$ cat config.mk
export PLATFORM = sky130hd
export DESIGN_NAME = ctrl_bus_sequencer
export DESIGN_NICKNAME = d
export VERILOG_FILES = /design/src/rtl/ctrl_bus_pkg.sv /design/src/rtl/ctrl_bus_timer.sv /design/src/rtl/ctrl_bus_sequencer.sv
export SDC_FILE = /design/constraint.sdc
export NUM_CORES = 1
export LEC_CHECK = 0
export BUFFER_PORTS_ARGS = -buffer_cell sky130_fd_sc_hd__buf_2
export CELL_PAD_IN_SITES_DETAIL_PLACEMENT = 0
export CELL_PAD_IN_SITES_GLOBAL_PLACEMENT = 1
export CORE_MARGIN = 3
export CORE_UTILIZATION = 40
export CTS_BUF_LIST = sky130_fd_sc_hd__clkbuf_4 sky130_fd_sc_hd__clkbuf_8
export DETAILED_ROUTE_END_ITERATION = 8
export PLACE_DENSITY_LB_ADDON = 0.3
export SLEW_MARGIN = 5
export SYNTH_ARGS = -nofsm -noshare
export SYNTH_HDL_FRONTEND = slang
export SYNTH_SLANG_ARGS = --single-unit
$ cat constraint.sdc
create_clock -name clk -period 2.7 [get_ports clk]
set_input_delay 0.27 -clock clk [delete_from_list [all_inputs] [get_ports clk]]
set_output_delay 0.27 -clock clk [all_outputs]
set_load 0.03 [all_outputs]
$ cat src/rtl/ctrl_bus_pkg.sv
// Shared types, register map and request legality rules for the control-bus sequencer.
package ctrl_bus_pkg;

  typedef enum logic [1:0] {
    IDLE   = 2'd0,
    SETTLE = 2'd1,
    LOAD   = 2'd2,
    HOLD   = 2'd3
  } state_e;

  localparam int MAX_REGS = 64;
  localparam int CNT_W    = 8;

  localparam int REG_A    = 0;
  localparam int REG_B    = 1;
  localparam int REG_C    = 2;
  localparam int REG_D    = 3;
  localparam int REG_M1   = 4;
  localparam int REG_M2   = 5;
  localparam int REG_X    = 6;
  localparam int REG_Y    = 7;
  localparam int REG_J1   = 8;
  localparam int REG_J2   = 9;
  localparam int REG_PC   = 10;
  localparam int REG_INC  = 11;
  localparam int REG_INST = 12;
  localparam int REG_CCR  = 13;

  // Relay machine: 14 registers; J1, J2 and CCR are load-only.
  localparam logic [15:0] RELAY_SEL_MASK = 16'h1CFF;
  localparam logic [15:0] RELAY_LD_MASK  = 16'h3FFF;

  function automatic logic req_legal(input int unsigned num_regs,
                                     input logic [31:0] src,
                                     input logic [MAX_REGS-1:0] dst,
                                     input logic [MAX_REGS-1:0] sel_mask,
                                     input logic [MAX_REGS-1:0] ld_mask,
                                     input logic clr);
    logic ok;
    ok = 1'b1;
    if (dst == '0) ok = 1'b0;
    if ((dst & ~ld_mask) != '0) ok = 1'b0;
    if (!clr) begin
      if (src >= num_regs) ok = 1'b0;
      else if (!sel_mask[src[5:0]] || dst[src[5:0]]) ok = 1'b0;
    end
    return ok;
  endfunction

endpackage

$ cat src/rtl/ctrl_bus_timer.sv
// Loadable down-counter with a zero flag; reloaded on every sequencer state entry.
module ctrl_bus_timer #(
  parameter int W = 8
) (
  input  logic         clk,
  input  logic         reset,
  input  logic         load_i,
  input  logic [W-1:0] load_val_i,
  output logic         zero_o
);

  logic [W-1:0] count_q, count_d;

  always_comb begin
    count_d = count_q;
    if (load_i) count_d = load_val_i;
    else if (count_q != '0) count_d = count_q - 1'b1;
  end

  always_ff @(posedge clk) begin
    if (reset) count_q <= '0;
    else       count_q <= count_d;
  end

  assign zero_o = (count_q == '0);

endmodule

$ cat src/rtl/ctrl_bus_sequencer.sv
// Break-before-make select/load sequencer for a shared register bus.
// Optional CTRL_BUS_CLR_EN adds req_clr: load zeros into destinations with no source selected.
module ctrl_bus_sequencer
  import ctrl_bus_pkg::*;
#(
  parameter int                  NUM_REGS   = 16,
  parameter int                  IDX_W      = $clog2(NUM_REGS),
  parameter logic [NUM_REGS-1:0] SEL_MASK   = {NUM_REGS{1'b1}},
  parameter logic [NUM_REGS-1:0] LD_MASK    = {NUM_REGS{1'b1}},
  parameter int                  SETTLE_CYC = 2,
  parameter int                  LOAD_CYC   = 1,
  parameter int                  HOLD_CYC   = 1
) (
  input  logic                clk,
  input  logic                reset,
  input  logic                req_valid,
  output logic                req_ready,
  input  logic [IDX_W-1:0]    req_src,
  input  logic [NUM_REGS-1:0] req_dst,
`ifdef CTRL_BUS_CLR_EN
  input  logic                req_clr,
`endif
  output logic [NUM_REGS-1:0] sel,
  output logic [NUM_REGS-1:0] ld,
  output logic                busy,
  output logic                done,
  output logic                err
);

  state_e              state_q, state_d;
  logic [IDX_W-1:0]    src_q, src_d;
  logic [NUM_REGS-1:0] dst_q, dst_d;
  logic                clr_q, clr_d;
  logic [NUM_REGS-1:0] sel_q, sel_d, ld_q, ld_d;
  logic                busy_q, busy_d, done_q, done_d, err_q, err_d;
  logic                tmr_load, tmr_zero;
  logic [CNT_W-1:0]    tmr_val;
  logic                req_clr_w, accept, legal;

`ifdef CTRL_BUS_CLR_EN
  assign req_clr_w = req_clr;
`else
  assign req_clr_w = 1'b0;
`endif

  assign req_ready = (state_q == IDLE) && !reset;
  assign accept    = req_valid && req_ready;
  assign legal     = req_legal(NUM_REGS, 32'(req_src), MAX_REGS'(req_dst),
                               MAX_REGS'(SEL_MASK), MAX_REGS'(LD_MASK), req_clr_w);

  ctrl_bus_timer #(.W(CNT_W)) u_timer (
    .clk        (clk),
    .reset      (reset),
    .load_i     (tmr_load),
    .load_val_i (tmr_val),
    .zero_o     (tmr_zero)
  );

  always_comb begin
    state_d  = state_q;
    src_d    = src_q;
    dst_d    = dst_q;
    clr_d    = clr_q;
    tmr_load = 1'b0;
    tmr_val  = '0;
    done_d   = 1'b0;
    err_d    = 1'b0;
    case (state_q)
      IDLE: begin
        if (accept) begin
          if (legal) begin
            state_d  = SETTLE;
            src_d    = req_src;
            dst_d    = req_dst;
            clr_d    = req_clr_w;
            tmr_load = 1'b1;
            tmr_val  = CNT_W'(SETTLE_CYC - 1);
          end else begin
            err_d = 1'b1;
          end
        end
      end
      SETTLE: begin
        if (tmr_zero) begin
          state_d  = LOAD;
          tmr_load = 1'b1;
          tmr_val  = CNT_W'(LOAD_CYC - 1);
        end
      end
      LOAD: begin
        if (tmr_zero) begin
          if (HOLD_CYC > 0) begin
            state_d  = HOLD;
            tmr_load = 1'b1;
            tmr_val  = CNT_W'(HOLD_CYC - 1);
          end else begin
            state_d = IDLE;
            done_d  = 1'b1;
          end
        end
      end
      HOLD: begin
        if (tmr_zero) begin
          state_d = IDLE;
          done_d  = 1'b1;
        end
      end
      default: state_d = IDLE;
    endcase
    // Outputs are decoded from the next state so they line up with it once registered.
    busy_d = (state_d != IDLE);
    sel_d  = (busy_d && !clr_d) ? (NUM_REGS'(1) << src_d) : '0;
    ld_d   = (state_d == LOAD) ? dst_d : '0;
  end

  always_ff @(posedge clk) begin
    if (reset) begin
      state_q <= IDLE;
      src_q   <= '0;
      dst_q   <= '0;
      clr_q   <= 1'b0;
      sel_q   <= '0;
      ld_q    <= '0;
      busy_q  <= 1'b0;
      done_q  <= 1'b0;
      err_q   <= 1'b0;
    end else begin
      state_q <= state_d;
      src_q   <= src_d;
      dst_q   <= dst_d;
      clr_q   <= clr_d;
      sel_q   <= sel_d;
      ld_q    <= ld_d;
      busy_q  <= busy_d;
      done_q  <= done_d;
      err_q   <= err_d;
    end
  end

  assign sel  = sel_q;
  assign ld   = ld_q;
  assign busy = busy_q;
  assign done = done_q;
  assign err  = err_q;

endmodule

==> run summary, run 1 <==
status = finished clean
clock share of power = 0.318
Avg Vias per Cell = 5.11
number of global-route vias before repair = 2,333
Slowest cell on crit path = dfxtp_1
Horiz. Die Dim = 90.4 µm
worst reg2reg path depth = 9
Hold Violations, Final = 0
Comb pwr share = 0.276
grt total ovfl = 0
port bufs = 58
Routed WL = 6820 µm
clock buffer depth = 2
Initial Util = 0.415
CTS tree = built
Max Cap Viol = 0
die height = 90.4 µm
hold_sp = req_dst[9]
Async SR Flop Fraction = 0
initial antenna violation count = 0
minimum clock period = 2.36 ns
# Post-CTS Setup Buffers = 0
CP Launch Type = flop
hold depth = 3
TritonRoute pass-1 iters = 4
final worst slack = 0.339 ns
top_reg_cell synth = dfxtp_1
max frequency = 0.423 GHz
clk root buf = clkbuf_8
Sink Count = 66
YS warnings = 0
largest net degree at the start of global routing = 23
GPL Wtd Cong = 0.852
initial DRC count = 109
Syn Inst Count = 330
worst hold slack = 0.191 ns
via count = 2,514
Syn Area/Cell = 8.64 µm²
Crit Path Max Fanout = 16
io pins = 59
nets = 422
CP peak stage delay = 0.42 ns
switching part of the total = 0.328
RSZ-0062 raised after global routing = false
post-route setup TNS = 0 ns
FILL cells = 684
all-layer global routing usage = 0.170
Worst slew margin = 0.702
Wirelength per Cell = 13.9 µm
Leak Pwr = 1.41 nW
Hold Path Class = input port to flop
TritonCTS Buffers = 9
crit-path leading delay family = simple AND/OR/NAND/NOR gates
Post-Syn Area = 2850 µm²
Tot Pwr = 2.80 mW
FP Rows = 30
Critical Path RT = 2.96 ns
Synthesized Nets = 360
# hold bufs at CTS = 0
Clock Skews = 0.0102 ns
Seq/Total Area, Yosys = 0.463
Setup crit start = state_q[0]
Cell variety after synth = 50
Slew @ Worst Pin = 0.443 ns
Final Cycle Share = 0.875
antenna cells = 0
final max-slew violation count = 0
share of cells above drive strength 1 = 0.242
DRC viols = 0
Synth Register Bits = 66
die area = 8180 µm²
sequential power share = 0.406
EDFF count, synth = 0
Clock Latency Late Sink = 0.35 ns
Layout Utilization = 0.504
Setup crit end kind = flop
CP Cell Sequence = inv_1 -> ha_1 -> nor2b_2 -> and2_1 -> nand2_1 -> nor3_4 -> buf_4 -> o41a_1 -> nor3_1
final setup fails = 0
Sw Pwr = 0.920 mW
Final ANT Viol Nets = 0
Worst Path Arrival = 2.62 ns
P_int = 1.88 mW
Max VDD drop = 0.538 mV
Crit Path Class = flop to flop
FF-to-FF Start = state_q[0]
CP Depth = 9
P per Cell Area = 808 nW/µm²
clk slew on worst S/H paths = 0.07 ns
CTS H-tree depth = 3
PostCTS Resize Cnt = 0
dpl hpwl = 4980 µm
CP bufs+invs = 2
CORE AREA = 6870 µm²
pre-CTS WS = 0.356 ns
area growth from synthesis to layout = 21.5%
first-pass GRT wire length = 11,100 µm
## cell families after synthesis
| logic type | Yosys count | share of synthesized area |
|---|---|---|
| and+or+nand+nor | 146 | 0.263 |
| AOI/OAI and AO/OA | 74 | 0.159 |
| DFF | 66 | 0.463 |
| buffers and inverters | 24 | 0.0377 |
| muxes | 12 | 0.0426 |
| adders and majority gates | 7 | 0.0307 |
| xor gates and xnor gates | 1 | 0.00307 |
## flip-flops by register name, indices dropped and copies added (netlist names)
signal / count
u_timer.count_q: 8
busy: 1
src_q: 4
state_q: 2
dst_q: 16
ld: 16
sel: 16
clr_q: 1
done: 1
err: 1
## path summary, 6_finish.rpt
| kind | end | slack (ns) |
|---|---|---|
| worst max-delay path | sel[13] | 0.34 |
| worst min-delay path | dst_q[9] | 0.19 |
| worst max register to register | sel[13] | 0.34 |
| worst min register to register | dst_q[14] | 0.46 |
## cell type report
| type | instances | area, µm² | area share |
|---|---|---|---|
| Tap cell | 96 | 120 | 0.0347 |
| Sequential cell | 66 | 1320 | 0.381 |
| Timing Repair Buffer | 64 | 348 | 0.100 |
| Clock buffer | 10 | 131 | 0.0379 |
| Inverter | 11 | 41.3 | 0.0119 |
| Clock inverter | 5 | 80.1 | 0.0231 |
| Multi-Input combinational cell | 240 | 1420 | 0.411 |
## metrics by stage
step           instance area, µm²  cells
3_5_place_dp                 3250    477
3_3_place_gp                 3250    477
4_1_cts                      3460    492
6_report                     3460    492
2_1_floorplan                2850    330
5_1_grt                      3460    492
## worst reg2reg max path, cell delays in order, from the launching register on
cell	delay, ns
dfxtp_1	0.42
inv_1	0.13
ha_1	0.20
nor2b_2	0.15
and2_1	0.18
nand2_1	0.29
nor3_4	0.08
buf_4	0.21
o41a_1	0.40
nor3_1	0.22
## synth_stat cells (all sizes together) (2+ instances only)
library cell / number / area share
nand3: 5 / 0.012
a221oi: 2 / 0.0061
and4: 2 / 0.0070
nor4: 10 / 0.032
mux2i: 11 / 0.039
a32oi: 3 / 0.0092
o21ai: 3 / 0.0066
dfxtp: 66 / 0.46
and2: 5 / 0.011
buf: 9 / 0.018
a31oi: 3 / 0.0066
nor2: 22 / 0.030
inv: 11 / 0.014
a21oi: 50 / 0.088
nor3: 12 / 0.025
nand4: 4 / 0.011
ha: 7 / 0.031
nor2b: 4 / 0.0097
a22oi: 4 / 0.014
clkbuf: 4 / 0.0053
nor3b: 2 / 0.0053
nand2: 69 / 0.091
nand2b: 5 / 0.011
## cell usage in the layout, fill, tap and decap left out, types with 5 or more instances in the layout
cell type  instances
mux2i_1           11
ha_1               7
inv_1             11
buf_4              5
dfxtp_1           66
nor2_1            21
clkbuf_8           9
buf_2             58
nand2_1           69
nand2b_1           5
a21oi_1           50
nor3_1            11
and2_1             5
nor4_1             8
## power by group through the flow
| stage | clock [mW] | sequential, mW | combinational (mW) |
|---|---|---|---|
| 3_5_place_dp | 0 | 1.16 | 0.775 |
| 2_1_floorplan | 0 | 1.18 | 0.579 |
| 5_1_grt | 0.963 | 1.15 | 0.859 |
| 6_report | 0.892 | 1.14 | 0.772 |
| 3_3_place_gp | 0 | 1.16 | 0.767 |
| 4_1_cts | 0.908 | 1.14 | 0.779 |
## layer usage
layer / part of all wire / vias up / track usage / routed length, µm
met5: 0 / - / 0 / 0
met3: 0.039 / 8 / 0.0358 / 269
met2: 0.47 / 47 / 0.267 / 3180
met1: 0.48 / 1173 / 0.221 / 3280
li1: - / 1286 / - / -
met4: 0.013 / 0 / 0.0855 / 86
(Power assumes the default switching activity.)
==> run 2, diff against run 1 <==
- PLACE_DENSITY: unset -> 0.89
- PLACE_DENSITY_LB_ADDON: 0.3 -> unset
- SKIP_LAST_GASP: unset -> 1
==> run 2 against run 1 <==
Against the previous run:
- clock skew fell by 0.0013 ns
- total power fell by 7.7%
- core utilization fell by 1.1 points
- combinational power barely moved
- sequential power barely moved
- fmax rose by 3.5%
- sequential share of layout area rose by 0.82 points
- global-route usage rose by 0.23 points
- clock power fell by 24%
- clock-buffer cell count rose by 1
- register-to-register slack improved by 0.08 ns
- via count rose by 0.44%
==> run summary, run 2 (same netlist as run 1, synthesis figures left out) <==
status = finished clean (unchanged)
dpl cells = 476 (was 477)
Post-Layout Cell Count = 491 (was 492)
dpl hpwl = 4840 µm (was 4980 µm)
die height = 90.4 µm (unchanged)
hold depth = 3 (unchanged)
via count = 2,525 (was 2,514)
Register Area = 1320 µm² (unchanged)
Crit Path Class = flop to flop (unchanged)
port bufs = 58 (unchanged)
Sink Count = 66 (unchanged)
area of the multi-input gates = 1420 µm² (unchanged)
Setup crit end kind = flop (unchanged)
Avg Vias per Cell = 5.14 (was 5.11)
CP Launch Type = flop (unchanged)
most frequent cells in the layout = nand2_1 (69), dfxtp_1 (66), buf_2 (58) (unchanged)
crit-path leading delay family = simple AND/OR/NAND/NOR gates (unchanged)
Max VDD drop = 0.385 mV (was 0.538 mV)
P per Cell Area = 762 nW/µm² (was 808 nW/µm²)
largest net degree at the start of global routing = 29 (was 23)
final setup fails = 0 (unchanged)
Final ANT Viol Nets = 0 (unchanged)
Leak Pwr = 1.39 nW (was 1.41 nW)
Slowest cell on crit path = nor3_4 (was dfxtp_1)
minimum clock period = 2.28 ns (was 2.36 ns)
antenna cells = 0 (unchanged)
Horiz. Die Dim = 90.4 µm (unchanged)
Final Cycle Share = 0.845 (was 0.875)
final max-slew violation count = 0 (unchanged)
all-layer global routing usage = 0.172 (was 0.170)
io pins = 59 (unchanged)
area growth from synthesis to layout = 19.0% (was 21.5%)
initial DRC count = 138 (was 109)
Routed WL = 6750 µm (was 6820 µm)
CP Depth = 9 (unchanged)
die area = 8180 µm² (unchanged)
FILL cells = 674 (was 684)
GPL Wtd Cong = 0.864 (was 0.852)
commonest non-fill, non-tap cell in the layout = nand2_1 (unchanged)
CORE AREA = 6870 µm² (unchanged)
Crit Path Max Fanout = 13 (was 16)
Hold Path Class = input port to flop (unchanged)
CP bufs+invs = 2 (unchanged)
Clock Latency Late Sink = 0.33 ns (was 0.35 ns)
nets = 421 (was 422)
clk slew on worst S/H paths = 0.07 ns (about the same)
Critical Path RT = 2.96 ns (about the same)
CP peak stage delay = 0.48 ns (was 0.42 ns)
FP Rows = 30 (unchanged)
first-pass GRT wire length = 11,500 µm (was 11,100 µm)
CP Cell Sequence = inv_1 -> ha_1 -> nor2b_2 -> and2_1 -> nand2_1 -> nor3_4 -> buf_4 -> nand2_1 -> a21oi_1 (was inv_1 -> ha_1 -> nor2b_2 -> and2_1 -> nand2_1 -> nor3_4 -> buf_4 -> o41a_1 -> nor3_1)
Initial Util = 0.415 (unchanged)
clk root buf = clkbuf_8 (unchanged)
share of cells above drive strength 1 = 0.241 (was 0.242)
number of global-route vias before repair = 2,437 (was 2,333)
Hold Violations, Final = 0 (unchanged)
Worst slew margin = 0.630 (was 0.702)
# Post-CTS Setup Buffers = 0 (unchanged)
max frequency = 0.438 GHz (was 0.423 GHz)
# hold bufs at CTS = 0 (unchanged)
initial antenna violation count = 0 (unchanged)
CP dominant cell by count = nand2_1
Max Cap Viol = 0 (unchanged)
TritonCTS Buffers = 9 (unchanged)
PostCTS Resize Cnt = 0 (unchanged)
TritonRoute pass-1 iters = 4 (unchanged)
grt total ovfl = 0 (unchanged)
DRC viols = 0 (unchanged)
CTS tree = built (unchanged)
post-route setup TNS = 0 ns (unchanged)
Slew @ Worst Pin = 0.556 ns (was 0.443 ns)
CTS H-tree depth = 3 (unchanged)
Wirelength per Cell = 13.7 µm (was 13.9 µm)
worst reg2reg path depth = 9 (unchanged)
clock buffer depth = 2 (unchanged)
RSZ-0062 raised after global routing = false (unchanged)
Clock Skews = 0.00888 ns (was 0.0102 ns)
Worst Path Arrival = 2.54 ns (was 2.62 ns)
==> run 2: cell count changes in the layout (fill, tap and decap cells not counted) <==
cell,change
clkinv_2,+3
bufinv_16,-2
clkinvlp_4,-2
buf_12,-1
clkbuf_4,+1
==> run 2: power breakdown <==
| group | switching (mW) | internal (mW) | total [mW] |
|---|---|---|---|
| clock | 0.335 | 0.342 | 0.677 |
| combinational | 0.478 | 0.294 | 0.772 |
| sequential | 0.0757 | 1.06 | 1.14 |
| total | 0.889 | 1.70 | 2.59 |
==> run 2: worst paths after layout <==
path / end / slack [ns] / from
min: err / 0.21 / req_valid
max reg2reg: state_q[0] / 0.42 / state_q[0]
max: state_q[0] / 0.42 / state_q[0]
min reg2reg: dst_q[0] / 0.46 / dst_q[0]
==> run 2: stage by stage <==
| step | worst slack [ns] | hold WS, ns | instance area (µm²) | util | total power, mW |
|---|---|---|---|---|---|
| global route | 0.217 | 0.213 | 3390 | 0.494 | 2.76 |
| global placement | 0.459 | 0.447 | 3230 | 0.471 | 1.91 |
| CTS | 0.424 | 0.192 | 3390 | 0.494 | 2.61 |
| floorplan | 0.520 | 0.386 | 2850 | - | 1.76 |
| finish | 0.418 | 0.205 | 3390 | 0.494 | 2.59 |
| detailed placement | 0.449 | 0.454 | 3230 | 0.471 | 1.92 |
==> run 2: layer usage <==
metal | GRT usage | wire length (µm) | vias up
li1 | - | - | 1276
met1 | 0.222 | 3140 | 1152
met2 | 0.274 | 3110 | 84
met3 | 0.0367 | 332 | 13
met4 | 0.0816 | 161 | 0
met5 | 0 | 0 | -
==> run 2: final cells by class <==
| type | instances | area share |
|---|---|---|
| multi-input combinational | 240 | 0.419 |
| sequential | 66 | 0.390 |
| timing repair buffer | 63 | 0.0966 |
| clock buffer | 11 | 0.0409 |
| tap | 96 | 0.0354 |
| inverter | 11 | 0.0122 |
| clock inverter | 4 | 0.00590 |
==> run 2: worst reg2reg max path, delay by kind of cell (launching register included) <==
kind                     cells  cell delay (ns)
AO/OA/AOI/OAI                1             0.14
adder cells (fa/ha/maj)      1             0.16
buffers and inverters        2             0.42
flip-flops                   1             0.36
AND/OR/NAND/NOR              5             1.12
